<file path="config.mk">
export PLATFORM = sky130hd
export DESIGN_NAME = uart_rx_fifo
export DESIGN_NICKNAME = d
export VERILOG_FILES = /design/src/rtl/uart_rx_fifo.sv
export SDC_FILE = /design/constraint.sdc
export NUM_CORES = 1
export LEC_CHECK = 0
export CORE_ASPECT_RATIO = 1.75
export CORE_MARGIN = 2
export CORE_UTILIZATION = 62
export DETAILED_ROUTE_END_ITERATION = 8
export DONT_BUFFER_PORTS = 1
export PLACE_DENSITY = 0.87
export SLEW_MARGIN = 10
export SYNTH_ARGS = -nofsm -noshare
export SYNTH_HDL_FRONTEND = slang
export SYNTH_SLANG_ARGS = --single-unit
</file>
<file path="constraint.sdc">
create_clock -name clk -period 2.8 [get_ports clk]
set_input_delay 0.84 -clock clk [delete_from_list [all_inputs] [get_ports clk]]
set_output_delay 0.84 -clock clk [all_outputs]
set_load 0.03 [all_outputs]
</file>
<file path="src/rtl/uart_rx_fifo.sv">
// Receive FIFO behind the UART receiver: FWFT head byte, fill count, threshold irq.
// Define UART_RX_FIFO_OVERRUN_EN to never stall the receiver and flag dropped bytes in a sticky overrun bit.
module uart_rx_fifo #(
  parameter int DEPTH_LOG2 = 4
) (
  input  logic                  clk,
  input  logic                  rst_n,
  input  logic [7:0]            rx_data,
  input  logic                  rx_data_valid,
  output logic                  rx_data_ready,
  input  logic                  rd_en,
  output logic [7:0]            rd_data,
  output logic                  empty,
  output logic                  full,
  output logic [DEPTH_LOG2:0]   count,
  input  logic [DEPTH_LOG2:0]   irq_thresh,
  output logic                  irq,
  input  logic                  flush,
  output logic                  overrun,
  input  logic                  overrun_clr
);

  localparam int DEPTH = 1 << DEPTH_LOG2;
  localparam int CW    = DEPTH_LOG2 + 1;
  localparam logic [CW-1:0] FULL_CNT = CW'(DEPTH);

  logic [7:0]            mem_q [DEPTH];
  logic [DEPTH_LOG2-1:0] wr_ptr_q, wr_ptr_d;
  logic [DEPTH_LOG2-1:0] rd_ptr_q, rd_ptr_d;
  logic [CW-1:0]         count_q, count_d;
  logic                  irq_q, irq_d;
  logic                  empty_w, full_w;
  logic                  push, pop;
  logic [CW-1:0]         thresh_eff;

  assign empty_w = (count_q == '0);
  assign full_w  = (count_q == FULL_CNT);
  assign pop     = rd_en && !empty_w;

`ifdef UART_RX_FIFO_OVERRUN_EN
  logic overrun_q, overrun_d;
  logic ovr_evt;

  // A pop in the same cycle frees the slot, so a push while full is still legal then.
  assign rx_data_ready = 1'b1;
  assign push          = rx_data_valid && (!full_w || pop);
  assign ovr_evt       = rx_data_valid && full_w && !pop;

  always_comb begin
    overrun_d = overrun_q;
    if (flush)            overrun_d = 1'b0;
    else if (ovr_evt)     overrun_d = 1'b1;
    else if (overrun_clr) overrun_d = 1'b0;
  end

  always_ff @(posedge clk or negedge rst_n) begin
    if (!rst_n) overrun_q <= 1'b0;
    else        overrun_q <= overrun_d;
  end

  assign overrun = overrun_q;
`else
  logic unused_overrun_clr;

  assign rx_data_ready      = !full_w;
  assign push               = rx_data_valid && !full_w;
  assign overrun            = 1'b0;
  assign unused_overrun_clr = overrun_clr;
`endif

  assign thresh_eff = (irq_thresh == '0) ? CW'(1) : irq_thresh;

  always_comb begin
    wr_ptr_d = wr_ptr_q;
    rd_ptr_d = rd_ptr_q;
    count_d  = count_q;
    irq_d    = !empty_w && (count_q >= thresh_eff);
    if (flush) begin
      wr_ptr_d = '0;
      rd_ptr_d = '0;
      count_d  = '0;
    end else begin
      if (push) wr_ptr_d = wr_ptr_q + DEPTH_LOG2'(1);
      if (pop)  rd_ptr_d = rd_ptr_q + DEPTH_LOG2'(1);
      case ({push, pop})
        2'b10:   count_d = count_q + CW'(1);
        2'b01:   count_d = count_q - CW'(1);
        default: count_d = count_q;
      endcase
    end
  end

  always_ff @(posedge clk or negedge rst_n) begin
    if (!rst_n) begin
      wr_ptr_q <= '0;
      rd_ptr_q <= '0;
      count_q  <= '0;
      irq_q    <= 1'b0;
    end else begin
      wr_ptr_q <= wr_ptr_d;
      rd_ptr_q <= rd_ptr_d;
      count_q  <= count_d;
      irq_q    <= irq_d;
    end
  end

  // Storage is deliberately left out of reset; empty masks stale contents.
  always_ff @(posedge clk) begin
    if (push && !flush) mem_q[wr_ptr_q] <= rx_data;
  end

  assign rd_data = empty_w ? 8'h00 : mem_q[rd_ptr_q];
  assign empty   = empty_w;
  assign full    = full_w;
  assign count   = count_q;
  assign irq     = irq_q;

endmodule

</file>
Yosys cells after proc, flatten, opt, wreduce, memory -nomap -nowiden

Memories as Yosys holds them, arrays and structs flattened.
Index checks and enable logic that the tools add are counted.

Order comparisons: 1
Reduce and logical (&&, ||, !) cells: 12
Equality and inequality tests: 3
Multiplexer cells: 10
Add/subtract/negate cells: 4

Operators with widths:

| kind                                                | number |
|---|---|
| two-way mux 4 bit                                   | 4 |
| logical NOT 5 bit                                   | 2 |
| two-way mux 5 bit                                   | 2 |
| case mux 5 bit (2 select lines)                     | 1 |
| adder 4 x 1 -> 4 bit, second input constant         | 2 |
| two-way mux 8 bit                                   | 1 |
| adder 5 x 1 -> 5 bit, second input constant         | 1 |
| equality test 5 bit, second input constant          | 1 |
| >= comparator 5 bit                                 | 1 |
| subtractor 5 x 1 -> 5 bit, second input constant    | 1 |
| logical AND 1 bit                                   | 4 |
| nonzero test 2 bit                                  | 2 |
| logical NOT 1 bit                                   | 3 |
| nonzero test 3 bit                                  | 1 |
| equality test 2 x 1 -> 1 bit, second input constant | 1 |
| equality test 2 bit, second input constant          | 1 |
| two-way mux 1 bit                                   | 2 |

Memories: 1
Input port bits: 19
Output and inout port bits: 18
Register bits: 14
Logic and storage cells: 35
Bits in writable memories: 128

Memory list:

| memory | depth | bits a word | rd ports | clocked after Yosys merged registers in | write ports | line | text |
|---|---|---|---|---|---|---|---|
| mem_q  | 16    | 8           | 1        | 0                                       | 1           | 27   | `logic [7:0] mem_q [DEPTH];` |

Longest topological paths before layout

Word-level depth: 6
Mapped depth: 12
Mapped depth without buffers: 10

Worst setup path after synthesis

OpenSTA, ideal clock, no wires.

Kind: reg2out
Start point: reg rd_ptr_q[0]
End point: out rd_data[0]
Buffers on the path: 2
Cell stages (with the launch flop): 6
Path slack: 91 ps
Data required time: 1,960 ps
Arrival: 1,869 ps
Cells stage by stage: dfrtp_1 clkbuf_1 buf_2 mux4_2 mux2i_1 o22ai_1

Word-level cells in the longest chain between the ends: 2

RTL lines:

| what                   | line | text |
|---|---|---|
| from (decl)            | 29   | `logic [DEPTH_LOG2-1:0] rd_ptr_q, rd_ptr_d;` |
| from (signal assigned) | 101  | `rd_ptr_q <= rd_ptr_d;` |
| memory (16 x 8 bit)    | n/a  |  |
| two-way mux 8 bit      | 112  | `assign rd_data = empty_w ? 8'h00 : mem_q[rd_ptr_q];` |
| to (decl)              | 12   | `output logic [7:0] rd_data,` |

No other way between the ends.

Final worst setup path

Start point: reg rd_ptr_q[0]
End point: out rd_data[7]

The elaborated chain is that of the path after synthesis.

==> impl_metrics.tcl <==
set metrics [dict create \
    skew_ns 0.008778 \
    post_synth_and_or_nand_nor_area_fraction_pct 4.477 \
    post-route-period-util_pct 106.8 \
    synth_top_family_by_area "multiplexers" \
    synth-compound-area-share_pct 3.766 \
    cts.clk_slew.worst_paths_ns 0.06 \
    synthDistinctLibCells 43 \
    gp_congestion 0.7332 \
    crit-reg2reg-launch "count[2]" \
    h-tree-depth 4 \
    fin_setup_tns_ns -1.337 \
    status "finished, violations left" \
    area_growth_pct 17.78 \
    clk_latency_ns 0.41 \
    power.density_nw_per_um2 963.3 \
    grt_use_total_pct 26.59 \
    synth_edf_count 128 \
    diodes 0 \
    layout_commonest_cell "edfxtp_1" \
    critPathKind "register to primary output" \
    mostFrequentLayoutCells "edfxtp_1, buf_4, mux4_2, nor2_1, clkbuf_16" \
    rrSetupSlack_ns 0.15 \
    wire_per_inst_um 25.47 \
    initial_core_util_pct 63.56 \
    p_leak_nw 2.418 \
    cp.arrival_ns 2.15 \
    ys.flop_type "edfxtp_1" \
    ys_async_sr_fraction_pct 9.859 \
    die_h_um 133.9 \
    finalHoldViolCount 0 \
    hold_buffers 0 \
    r2r-end "count[4]" \
    critPathLaunchType "register" \
    via_per_inst 6.364 \
    grt_max_degree 36 \
    rsz0062_at_grt "true" \
    critPathBufInv 3 \
    layout-drive-gt1-share_pct 29.59 \
    synth_warnings 0 \
    r2r_cells 10 \
    cp_data_required_time_ns 1.96 \
    die_w_um 78.25 \
    cp_cell_sequence "buf_12 > buf_12 > mux4_2 > mux2i_2 > o22ai_1 > buf_4" \
    synthCells 336 \
    drt_iter0_markers 282 \
    synthAdderAreaFrac_pct 2.510 \
    ioPinCount 37 \
    drv_slew 0 \
    violations "negative setup slack" \
    final.fill_count 515 \
    ys_seq_area_share_pct 70.13 \
    syn-num-nets 367 \
    crit_path_end_kind "primary output" \
    hold_slack_ns 0.1174 \
    max_stage_delay_ns 0.53 \
    core_region_area_um2 9409 \
    critPathMaxFanout 12 \
    synth_xor_area_share_pct 1.464 \
    setup_ws_ns -0.1896 \
    drc_errors 0 \
    synth_area_um2 5981 \
    cts_tree "built" \
    finalSetupViolations 8 \
    clock-sinks 142 \
    root_buffer "clkbuf_16" \
    antenna_found_initial 0 \
    cts_made_buffers 17 \
    fin_nets 410 \
    dpl.hpwl_um 8196 \
    grt_pass1_vias 3424 \
    synth.area.mux_share_pct 15.40 \
    crit_family "multiplexers" \
    critPathMostFrequentCell "buf_12" \
    drv_cap 0 \
    dieArea_um2 10480 \
    antenna_left 0 \
    avgSynthCellArea_um2 17.80 \
    rows 47 \
    synth-seq-cells 142 \
    grt_pass1_wl_um 19380 \
    grt_overflow_total 0 \
    clock_path_buffers 2 \
    hold_path.class "input pin to async pin" \
    vias 3271 \
    firstDrtPassIters 5 \
    wl_um 13090 \
    io_buffers 0 \
    vdd_drop_max_v 0.0006580 \
    final.min_clock_period_ns 2.990 \
    max_freq_mhz 334.5 \
    cp_slowest_cell "mux4_2" \
]
[per-stage QoR]
step | total power [mW] | cell area, um2 | setup slack, ns | instances | utilization [%]
2_1_floorplan | 3.910 | 5981 | 0.09097 | 336 | -
3_3_place_gp | 4.352 | 6351 | 0.1464 | 478 | 67.50
3_5_place_dp | 4.439 | 6351 | 0.1057 | 478 | 67.50
4_1_cts | 6.779 | 7024 | -0.2071 | 513 | 74.65
5_1_grt | 7.021 | 7044 | -0.2398 | 514 | 74.87
6_report | 6.786 | 7044 | -0.1896 | 514 | 74.87
[worst max-delay path by stage]
stage                startpoint         end  slack (ns)  cells after the start
finish              rd_ptr_q[0]  rd_data[7]       -0.19                      6
floorplan           rd_ptr_q[0]  rd_data[0]        0.09                      5
detailed placement  rd_ptr_q[0]  rd_data[7]        0.11                      5
global route        rd_ptr_q[0]  rd_data[1]       -0.24                      6
CTS                 rd_ptr_q[0]  rd_data[7]       -0.21                      6
global placement    rd_ptr_q[0]  rd_data[3]        0.15                      5
[Yosys cell counts (all sizes together) (3+ instances only)]
cell type	count	area, um2
clkbuf	9	33.78
mux2i	20	200.2
o22ai	8	50.05
xnor2	3	26.28
nor2	32	120.1
ha	12	150.1
mux4	32	720.7
xor2	7	61.31
nand2	12	45.04
a21oi	8	40.04
edfxtp	128	3844
buf	8	52.55
inv	12	45.04
dfrtp	14	350.3
o21ai	4	20.01
[registers in the layout, indices dropped and copies added, names as in the netlist]
| name | flops |
|---|---|
| wr_ptr_q | 4 |
| count | 5 |
| mem_q | 128 |
| irq | 1 |
| rd_ptr_q | 4 |
[timing repair]
| item | 4_1_cts | 5_1_grt |
|---|---|---|
| gates cloned | 1 | 0 |
| buffers inserted | 2 | 1 |
| pin swaps | 1 | 3 |
| resized for setup | 12 | 2 |
| endpoints found under the setup margin | 8 | 8 |
[power by group]
group	switching, mW	total [mW]	internal, mW	leakage [nW]
Combinational	1.17	2.15	0.986	0.806
Clock	0.839	2.15	1.31	0.271
Sequential	0.0864	2.48	2.39	1.34
Total	2.09	6.79	4.69	2.42
[final cells by class]
class | instances | area [um2] | area share (%)
inverters | 12 | 45.04 | 0.6394
well taps | 122 | 152.6 | 2.167
repair buffers | 41 | 381.6 | 5.417
multi-input cells | 165 | 1697 | 24.09
clock inverters | 13 | 140.1 | 1.989
flip-flops and latches | 142 | 4195 | 59.56
clock buffers | 19 | 432.9 | 6.146
[cells by family (layout without fill, tap and decap cells)]
kind of cell               Yosys count  in the layout
AOI/OAI and AO/OA                   32             32
xor gates and xnor gates            10             10
adders and majority gates           12             12
buffers and inverters               29             85
DFF                                142            142
muxes                               52             52
other                                1              1
and+or+nand+nor                     58             58
[per-layer routing]
| layer | routed length [um] | GRT usage, % | vias to the layer above |
|---|---|---|---|
| met2 | 7533 | 48.28 | 152 |
| li1 | - | - | 1409 |
| met5 | 0 | 0 | - |
| met4 | 272 | 12.38 | 0 |
| met3 | 795 | 6.931 | 19 |
| met1 | 4493 | 28.52 | 1691 |
Note: power is estimated with default switching activity, not from simulation.
